### src/rtl/saes_key_sched.sv
// S-AES key scheduler: expands a 16-bit key into NR+1 round keys, one per clock,
// streams each key as it is written and serves registered random-access table reads.
module saes_key_sched #(
    parameter int NR = 2,
    localparam int IW = $clog2(NR + 1)
) (
    input  logic          clk,
    input  logic          rst_n,
    input  logic          start,
    input  logic [15:0]   key_in,
    output logic          busy,
    output logic          done,
    output logic          key_ready,
    output logic          rk_valid,
    output logic [IW-1:0] rk_idx,
    output logic [15:0]   rk,
    input  logic [IW-1:0] rd_idx,
    output logic [15:0]   rd_key
);

    // state | meaning
    // IDLE  | waiting for start; table holds last schedule (valid if key_ready)
    // RUN   | writing one round key per edge, indices 1..NR
    localparam logic [0:0] ST_IDLE = 1'b0;
    localparam logic [0:0] ST_RUN  = 1'b1;

    localparam logic [IW-1:0] LAST_IDX = IW'(NR);

    logic [0:0]    state;
    logic [3:0]    rc;
    logic [IW-1:0] cnt;
    logic [15:0]   prev_key;
    logic [15:0]   next_key;
    logic [7:0]    n_hi;
    logic [15:0]   key_tab [0:NR];

    function automatic logic [3:0] sbox(input logic [3:0] x);
        logic [3:0] y;
        y = 4'h0;
        case (x)
            4'h0: y = 4'h9;  4'h1: y = 4'h4;  4'h2: y = 4'hA;  4'h3: y = 4'hB;
            4'h4: y = 4'hD;  4'h5: y = 4'h1;  4'h6: y = 4'h8;  4'h7: y = 4'h5;
            4'h8: y = 4'h6;  4'h9: y = 4'h2;  4'hA: y = 4'h0;  4'hB: y = 4'h3;
            4'hC: y = 4'hC;  4'hD: y = 4'hE;  4'hE: y = 4'hF;  4'hF: y = 4'h7;
            default: y = 4'h0;
        endcase
        return y;
    endfunction

    function automatic logic [3:0] xtime(input logic [3:0] b);
        return {b[2:0], 1'b0} ^ (b[3] ? 4'h3 : 4'h0);
    endfunction

    // SubNib(RotNib(w_lo)) folded into the high byte together with the round constant
    always_comb begin
        n_hi     = prev_key[15:8] ^ {rc, 4'h0} ^ {sbox(prev_key[3:0]), sbox(prev_key[7:4])};
        next_key = {n_hi, n_hi ^ prev_key[7:0]};
    end

    assign busy = (state == ST_RUN);

    always_ff @(posedge clk or negedge rst_n) begin
        if (!rst_n) begin
            state     <= ST_IDLE;
            rc        <= 4'h0;
            cnt       <= '0;
            prev_key  <= 16'h0;
            done      <= 1'b0;
            key_ready <= 1'b0;
            rk_valid  <= 1'b0;
            rk_idx    <= '0;
            rk        <= 16'h0;
            for (int i = 0; i <= NR; i++) key_tab[i] <= 16'h0;
        end else begin
            done     <= 1'b0;
            rk_valid <= 1'b0;
            case (state)
                ST_IDLE: begin
                    if (start) begin
                        key_tab[0] <= key_in;
                        prev_key   <= key_in;
                        key_ready  <= 1'b0;
                        rc         <= 4'h8;
                        cnt        <= IW'(1);
                        rk_valid   <= 1'b1;
                        rk_idx     <= '0;
                        rk         <= key_in;
                        state      <= ST_RUN;
                    end
                end
                ST_RUN: begin
                    key_tab[cnt] <= next_key;
                    prev_key     <= next_key;
                    rc           <= xtime(rc);
                    cnt          <= cnt + IW'(1);
                    rk_valid     <= 1'b1;
                    rk_idx       <= cnt;
                    rk           <= next_key;
                    if (cnt == LAST_IDX) begin
                        done      <= 1'b1;
                        key_ready <= 1'b1;
                        state     <= ST_IDLE;
                    end
                end
                default: state <= ST_IDLE;
            endcase
        end
    end

    // out-of-range indices read as zero rather than aliasing into the table
    always_ff @(posedge clk or negedge rst_n) begin
        if (!rst_n) begin
            rd_key <= 16'h0;
        end else if (rd_idx > LAST_IDX) begin
            rd_key <= 16'h0;
        end else begin
            rd_key <= key_tab[rd_idx];
        end
    end

endmodule

### config.mk
export PLATFORM = sky130hd
export DESIGN_NAME = saes_key_sched
export DESIGN_NICKNAME = d
export VERILOG_FILES = /design/src/rtl/saes_key_sched.sv
export SDC_FILE = /design/constraint.sdc
export NUM_CORES = 1
export LEC_CHECK = 0
export BUFFER_PORTS_ARGS = -buffer_cell sky130_fd_sc_hd__buf_2
export CAP_MARGIN = 20
export CORE_AREA = 2 2 110 112
export DETAILED_ROUTE_END_ITERATION = 8
export DIE_AREA = 0 0 112 114
export PLACE_DENSITY = 0.61
export SETUP_SLACK_MARGIN = 0.05
export SLEW_MARGIN = 10
export SYNTH_ARGS = -nofsm -noshare
export SYNTH_HDL_FRONTEND = slang
export SYNTH_SLANG_ARGS = --single-unit
### constraint.sdc
create_clock -name clk -period 3.9 [get_ports clk]
set_input_delay 0.585 -clock clk [delete_from_list [all_inputs] [get_ports clk]]
set_output_delay 0.585 -clock clk [all_outputs]
set_load 0.02 [all_outputs]
### Word level (Yosys, flattened, before mapping)

Memory sizes are Yosys's and may differ from the RTL's.
Cells that the tools add are included.

| word-level totals | value |
|---|---|
| bits in registers | 92 |
| bits in read-only memories | 128 |
| input bits | 21 |
| output and inout bits | 38 |
| word-level logic and storage cells | 57 |
| memories kept | 2 |

Memory list:

| memory | depth | bits a word | read ports | clocked after Yosys merged registers in | write ports | RTL line | RTL |
|---|---|---|---|---|---|---|---|
| (no name shown) | 16 | 4 | 1 | 0 | 0 | 40 | `case (x)` |
| (no name shown) | 16 | 4 | 1 | 0 | 0 | 40 |  |

| cells by class | value |
|---|---|
| $add $sub $neg | 1 |
| $lt $le $gt $ge | 4 |
| equal/unequal tests | 3 |
| muxes and demuxes | 26 |
| bitwise operators | 7 |
| reduce and logical (&&, ||, !) cells | 2 |

Operator list:

| kind | count |
|---|---|
| two-way mux 16 bit | 5 |
| case mux 16 bit (2 select lines) | 2 |
| bitwise mux 48 bit | 1 |
| binary-select mux 16 bit (select 2 bit) | 1 |
| demux 16 bit (select 2 bit) | 1 |
| bitwise XOR 8 bit | 3 |
| case mux 2 bit (2 select lines) | 2 |
| case mux 4 bit (2 select lines) | 1 |
| >= comparator 3 bit, second input constant | 2 |
| two-way mux 1 bit | 6 |
| two-way mux 2 bit | 3 |
| NOT 2 -> 3 bit | 2 |
| case mux 1 bit (2 select lines) | 3 |
| two-way mux 4 bit | 1 |
| bitwise XOR 4 x 2 -> 4 bit | 1 |
| less-than comparator 3 x 1 -> 1 bit, second input constant | 1 |
| adder 2 x 1 -> 2 bit, second input constant | 1 |
| == test 2 bit, second input constant | 1 |
| > comparator 2 bit, second input constant | 1 |
| inequality test 2 x 1 -> 1 bit, second input constant | 1 |
| inequality test 2 bit, second input constant | 1 |
| AND reduction 2 bit | 1 |
| logical AND 1 bit | 1 |
| NOT 1 bit | 1 |

### Longest topological paths before layout

Gate-level depths: netlist of the first run.

| depth | value |
|---|---|
| depth in word-level cells | 7 |
| gate-level depth with buffers | 7 |
| mapped depth without buffers | 7 |

### Worst setup path after synthesis of the first run

OpenSTA, ideal clock, no wires.

| timing | value |
|---|---|
| path type | reg2reg |
| start | reg prev_key[1] |
| end | reg prev_key[4] |
| setup time | 123 ps |
| arrival time | 2106 ps |
| data required time | 3777 ps |
| path slack | 1672 ps |
| cell stages (with the launch flop) | 8 |
| path buffers | 0 |
| clock period less this slack | 2228 ps |
| cells stage by stage | dfrtp_1 -> inv_1 -> ha_1 -> inv_1 -> mux4_2 -> xor2_1 -> a21oi_1 -> o221a_2 |

| on the way | value |
|---|---|
| word-level cells in the longest chain between the ends | 4 |

RTL lines:

| element | RTL line | RTL |
|---|---|---|
| start: declaration | 32 | `logic [15:0] prev_key;` |
| start signal: assignment | 81 | `prev_key <= key_in;` |
| start signal: assignment | 93 | `prev_key <= next_key;` |
| memory (16 x 4 bit) | - |  |
| bitwise XOR 8 bit | 56 | `n_hi = prev_key[15:8] ^ {rc, 4'h0} ^ {sbox(prev_key[3:0]), sbox(prev_key[7:4])};` |
| bitwise XOR 8 bit | 57 | `next_key = {n_hi, n_hi ^ prev_key[7:0]};` |
| case mux 16 bit (2 select lines) | 77 | `case (state)` |

Every way passes these cells.
A chain may end at the register's enable or synchronous reset.

### Worst setup path in the final report of the first run

| timing | value |
|---|---|
| start | reg prev_key[4] |
| end | reg key_tab[16] (netlist bit) |

| on the way | value |
|---|---|
| word-level cells in the longest chain between the ends | 4 |

RTL lines:

| element | RTL line | RTL |
|---|---|---|
| memory (16 x 4 bit) | - |  |
| bitwise XOR 8 bit | 56 |  |
| bitwise XOR 8 bit | 57 |  |
| bitwise mux 48 bit | 92 | `key_tab[cnt] <= next_key;` |
| end signal: indexed assignment | 92 |  |
| end: declaration | 35 | `logic [15:0] key_tab [0:NR];` |

Every way passes these cells.

==> results.toml, run 1 <==
[setup_path]
crit_path_end_kind = "register"
cp-start-kind = "register"
crit_arrival_ns = 2.54
r2r-start = "prev_key[4]"
path_class = "register to register"
crit_fanout = 9
path_delay_family = "multiplexers"
cp_cell_sequence = "inv_1 -> ha_1 -> mux4_2 -> xnor2_4 -> xnor2_1 -> o21ai_1"
crit_buf_inv = 1
max_stage_delay_ns = 0.55
required_ns = 4.09
critPathSlowestCell = "mux4_2"
cp-startpoint = "prev_key[4]"

[global_routing]
track_usage_pct = 18.10
grt_pass1_wl_mm = 17.76
grt_pass1_vias = 3192
grt_start_max_net_pins = 76
grt_remaining_overflow = 0
antenna_found_initial = 0

[final_layout]
area_delta_synth_final_pct = 16.08
finalNetCount = 520
final_layout_size_suffix_gt1_share_pct = 21.68
diodes = 0
final_area_sq_um = 5230

[synth]
async_flop_share_pct = 100.0
ys.flop_type = "dfrtp_1"
yosys.area_share.simple_pct = 10.19
syn_inst = 434
netlist_area_sq_um = 4506
ys_types = 42
synth-seq-cells = 92
yosysWarnings = 0
synth_edf_count = 0
synth_xor_area_share_pct = 5.610
synth_fp_nets = 470
muxShareOfSynthArea_pct = 12.00
synth.avg_cell_area_sq_um = 10.38
synth_compound_area_share_pct = 13.27
synth_fa_ha_area_share_pct = 4.166
yosysSeqAreaShare_pct = 51.10
synth_top_family_by_area = "compound AO/OA/AOI/OAI gates"

[routing]
via_count = 3277
wire_per_inst_um = 17.35
wirelength_mm = 11.04
antenna_left = 0
post-route-drc-count = 0
firstDrtPassIters = 4
drtIter0Drc = 142
routed_via_density = 5.153

[clock_tree]
post-cts-setup-buffers = 0
cts.clk_slew.worst_paths_ns = 0.07
clock-root-buffer = "clkbuf_16"
cts_buffers = 9
post_cts_resized = 0
clk_path_buf_depth = 2
cts_tree = "built"
insertion_delay_ns = 0.35
hold_buffers = 0
cts_max_level = 3
cts_sinks = 92

[sta]
hold_viol_final = 0
fmax_mhz = 426.7
slew_viol_final = 0
skew_ns = 0.01097
setup_tns_ns = 0
max_slew_margin_pct = 31.91
post-route-min-period_ns = 2.344
finalSetupViolations = 0
finalCritPeriodShare_pct = 60.10
worst_pin_slew_ns = 1.019
rsz0062_at_grt = "no"

[flow_run]
max-cap-violations = 0

[die]
pin_count = 59
die_w_um = 112
dieHeight_um = 114
core_area_sq_um = 11710
initial_utilization_pct = 38.47
rows = 40
dieArea_sq_um = 12770

[pwr]
p_leak_nw = 2.477
p_per_area_nw_per_um2 = 1054
comb_power_share_pct = 50.6
power_frac_seq_pct = 33.0
internal-power_w = 0.003085
swShare_pct = 44.01
power_frac_clock_pct = 16.4
total_power_w = 0.005510
irDropWorstVdd_mv = 0.4473
p_sw_w = 0.002425

[status]
outcome = "finished, final reports clean"

[hold_path]
hp-class = "input pin to async pin"

[placement]
gp_congestion = 0.8440
io_buffers = 58
dp_hpwl_mm = 7.727
place_area_sq_um = 4918
-- final cells by class --
| type | instances | area [sq um] |
|---|---|---|
| Fill cell | 1150 | 6481 |
| Sequential cell | 92 | 2302 |
| Multi-Input combinational cell | 302 | 2038 |
| Timing Repair Buffer | 64 | 337.8 |
| Clock buffer | 10 | 239.0 |
| Tap cell | 147 | 183.9 |
| Clock inverter | 6 | 72.57 |
| Inverter | 15 | 56.30 |
-- per-layer routing --
metal	GRT usage, %	vias up	wire length [um]
met5	0	-	0
met4	6.341	0	176
met3	3.241	11	471
met2	28.57	68	5255
met1	25.38	1615	5132
li1	-	1583	-
-- worst paths after layout --
kind	to	slack [ns]	cells after the start
hold reg to reg	rd_key[1]	0.48	2
min in group clk	rd_key[1]	0.48	2
hold / removal	rd_key[1]	0.39	1
setup reg to reg	key_tab[16]	1.56	6
max in group asynchronous	key_tab[16]	2.67	2
setup / recovery	key_tab[16]	1.56	6
-- layout by cell type, fill, tap and decap left out, types with 2 or more instances in the layout --
master and instances:
inv_1 13, nor3_1 2, mux2_2 16, o21ai_0 62
xnor2_1 16, buf_2 57, a21oi_1 26, nor2_1 12
nor2b_1 6, xor2_1 4, clkinv_4 3, o22ai_1 3
nand2_1 74, nand2b_1 4, o221a_2 2, mux2i_1 30
buf_4 7, clkbuf_16 9, a31oi_1 2, nand3b_1 4
ha_1 15, mux4_2 2, a211oi_1 5, dfrtp_1 92
o21ai_1 3
-- power by group through the flow --
stage	combinational [W]	clock, W	sequential [W]
after floorplan	0.00191	0	0.00191
after detailed placement	0.00279	0	0.00184
after global routing	0.00310	0.000962	0.00188
final	0.00279	0.000904	0.00182
after CTS	0.00281	0.000923	0.00182
after global placement	0.00273	0	0.00182
-- synthesized netlist by cell type (all sizes together), types with 2 or more instances --
library cell | n | share of area [%]
dfrtp | 92 | 51
nand2 | 74 | 6.2
o21ai | 66 | 7.6
mux2i | 30 | 6.7
a21oi | 26 | 2.9
clkbuf | 17 | 1.4
mux2 | 17 | 4.3
xnor2 | 17 | 3.7
ha | 15 | 4.2
inv | 14 | 1.2
nor2 | 12 | 1.0
buf | 8 | 1.0
nor2b | 6 | 0.83
a211oi | 5 | 0.83
xor2 | 5 | 1.4
nand2b | 4 | 0.56
nand3b | 4 | 0.67
o22ai | 3 | 0.42
a31oi | 2 | 0.28
mux4 | 2 | 1.0
nor3 | 2 | 0.22
o221a | 2 | 0.50
-- kinds of logic (layout without fill, tap and decap cells) --
logic type,after synthesis,count (layout)
AND/OR/NAND/NOR,107,107
XOR/XNOR,23,23
flip-flops,92,92
AO/OA/AOI/OAI,108,108
adder cells (fa/ha/maj),15,15
multiplexers,49,49
buffers and inverters,40,95
-- registers in the layout (all words and copies together) (netlist names) --
signal / cells
rk_valid: 1
prev_key: 16
rk_idx: 2
cnt: 2
done: 1
busy: 1
rd_key: 16
rc: 4
key_ready: 1
key_tab: 48
-- worst register-to-register path: stages, from the launching register on --
cell	delay [ns]
dfrtp_1	0.52
inv_1	0.17
ha_1	0.34
mux4_2	0.55
xnor2_4	0.19
xnor2_1	0.31
o21ai_1	0.12
-- per-stage QoR --
stage / instances / setup WS, ns / util, % / hold WS [ns]
after detailed placement: 620 / 1.579 / 42.00 / 0.4697
after global routing: 636 / 1.385 / 44.66 / 0.4612
after CTS: 636 / 1.550 / 44.66 / 0.4250
after global placement: 620 / 1.578 / 42.00 / 0.4596
final: 636 / 1.556 / 44.66 / 0.3916
after floorplan: 434 / 1.672 / - / 0.2894
No activity file was read; power rests on OpenSTA's default activity.
==> run 2: changes to the inputs <==
Settings changed: PLACE_DENSITY 0.61 to 0.63.
Clock period 3.9 ns to 1.9 ns, I/O delays scaled along.
==> run 2 against run 1 <==
The run now ends with setup timing left. Setup slack got worse by 1.6 ns. Design area up 12%. Via count up 8.5%. Critical path depth stayed put. Flip-flop and latch count unchanged. Routed wire length is 7.5% higher. Maximum frequency grew 19%. Global-route usage rose by 1.1 points. Die area did not move. Critical path type unchanged. Largest cell class unchanged. Highest routed layer unchanged.
==> results.toml, run 2 (synthesis gave the netlist of run 1 again) <==
[sta]
rsz0062_at_grt = "yes"
post-route-min-period_ns = 1.971
fmax_mhz = 507.3
max_slew_margin_pct = 63.13
hold_slack_ns = 0.2455
setup_ws_ns = -0.07129
finalSetupViolations = 11
setup_tns_ns = -0.4594
finalCritPeriodShare_pct = 103.8
hold_viol_final = 0
slew_viol_final = 0
skew_ns = 0.007959
worst_pin_slew_ns = 0.5492

[routing]
firstDrtPassIters = 5
antenna_left = 0
via_count = 3557
routed_via_density = 5.223
drtIter0Drc = 215
post-route-drc-count = 0
wirelength_mm = 11.87
wire_per_inst_um = 17.42

[placement]
dp_slack_ns = -0.08028
gp_congestion = 0.9296
io_buffers = 58
place_area_sq_um = 5275
dp_hpwl_mm = 8.340

[final_layout]
largest_reg_flops = 48
area_delta_synth_final_pct = 30.13
final_layout_size_suffix_gt1_share_pct = 35.58
finalNetCount = 565
mostFrequentLayoutCell = "dfrtp_1"
regMostFlops = "key_tab"
final_area_sq_um = 5863
reg.largest.list = "key_tab: 48 flops, prev_key: 16 flops, rd_key: 16 flops"
fill_cells = 1062
diodes = 0
final_cell_mix = "dfrtp_1, nand2_1, buf_2, o21ai_0, buf_4"

[setup_path]
required_ns = 2.12
cp-start-kind = "register"
path_class = "register to register"
crit_arrival_ns = 2.19
crit_fanout = 6
crit_path_end_kind = "register"

[status]
outcome = "finished with violations"
failed_checks = "setup timing"

[die]
die_w_um = 112
rows = 40
dieArea_sq_um = 12770
dieHeight_um = 114
pin_count = 59
initial_utilization_pct = 38.47
core_area_sq_um = 11710

[global_routing]
grt_start_max_net_pins = 47
grt_remaining_overflow = 0
track_usage_pct = 19.21
grt_pass1_vias = 3527
antenna_found_initial = 0
grt_pass1_wl_mm = 18.77

[clock_tree]
clk_path_buf_depth = 2
insertion_delay_ns = 0.35
cts_sinks = 92
cts_buffers = 9
clock-root-buffer = "clkbuf_16"
cts.clk_slew.worst_paths_ns = 0.06
cts_max_level = 3
cts_tree = "built"

[flow_run]
max-cap-violations = 0

[hold_path]
hp-class = "input pin to register"
-- run 2: changes by cell type in the layout (fill, tap and decap cells not counted), moves of 4 or more --
cell,before,now
dfrtp_2,0,5
o21ai_2,0,4
a21oi_1,26,19
a21oi_2,0,7
ha_1,15,10
xnor2_1,16,8
dfrtp_1,92,87
buf_4,7,44
buf_6,0,5
o21ai_1,3,12
inv_1,13,9
o21ai_0,62,49
xnor2_2,0,7
-- run 2: worst max-delay path, stage by stage, from the launching register on --
cell,delay [ns]
dfrtp_2,0.46
inv_2,0.12
ha_4,0.21
mux4_2,0.54
xnor2_4,0.24
xnor2_2,0.18
o21ai_1,0.10
-- run 2: repair_timing --
action / CTS / global route
hold buffers: 1 / 0
cloned: 0 / 0
endpoints found under the setup margin: 37 / 46
buffers inserted: 7 / 1
gates resized for setup: 16 / 34
endpoints found under the hold margin: 26 / 0
pin swaps: 5 / 17
-- run 2: area by class of cell --
class | instances | area, sq um | share of cell area [%]
multi-input cells | 302 | 2261 | 38.56
flip-flops and latches | 92 | 2308 | 39.37
inverters | 15 | 58.81 | 1.003
clock inverters | 3 | 68.82 | 1.174
well taps | 147 | 183.9 | 3.137
clock buffers | 13 | 260.3 | 4.439
repair buffers | 109 | 721.9 | 12.31
-- run 2: through the flow --
step | util (%) | cells
after floorplan | - | 434
after global placement | 45.04 | 656
after detailed placement | 45.04 | 656
after CTS | 48.92 | 680
after global routing | 50.06 | 681
final | 50.06 | 681
-- run 2: worst paths after layout --
path	start	endpoint	slack, ns	cells after the start
min	key_in[3]	prev_key[3]	0.25	3
min in group asynchronous	rst_n	rd_key[14]	0.41	2
max in group asynchronous	rst_n	cnt[0]	0.88	3
max	prev_key[4]	key_tab[32]	-0.07	6
min reg2reg	key_tab[13]	key_tab[13]	0.48	2
max reg2reg	prev_key[4]	key_tab[32]	-0.07	6
-- run 2: routing by layer --
layer,global-route usage [%],wire (um),vias to the layer above,part of all wire (%)
met5,0,0,-,0
met4,8.211,337,0,2.8
met2,30.99,5619,111,47
met1,25.58,5313,1756,45
met3,3.719,596,20,5.0
li1,-,-,1670,-
Power of run 2 is left out: the tool's default activity adds up to more than one toggle a clock period on the data nets, which glitch-free logic cannot reach.
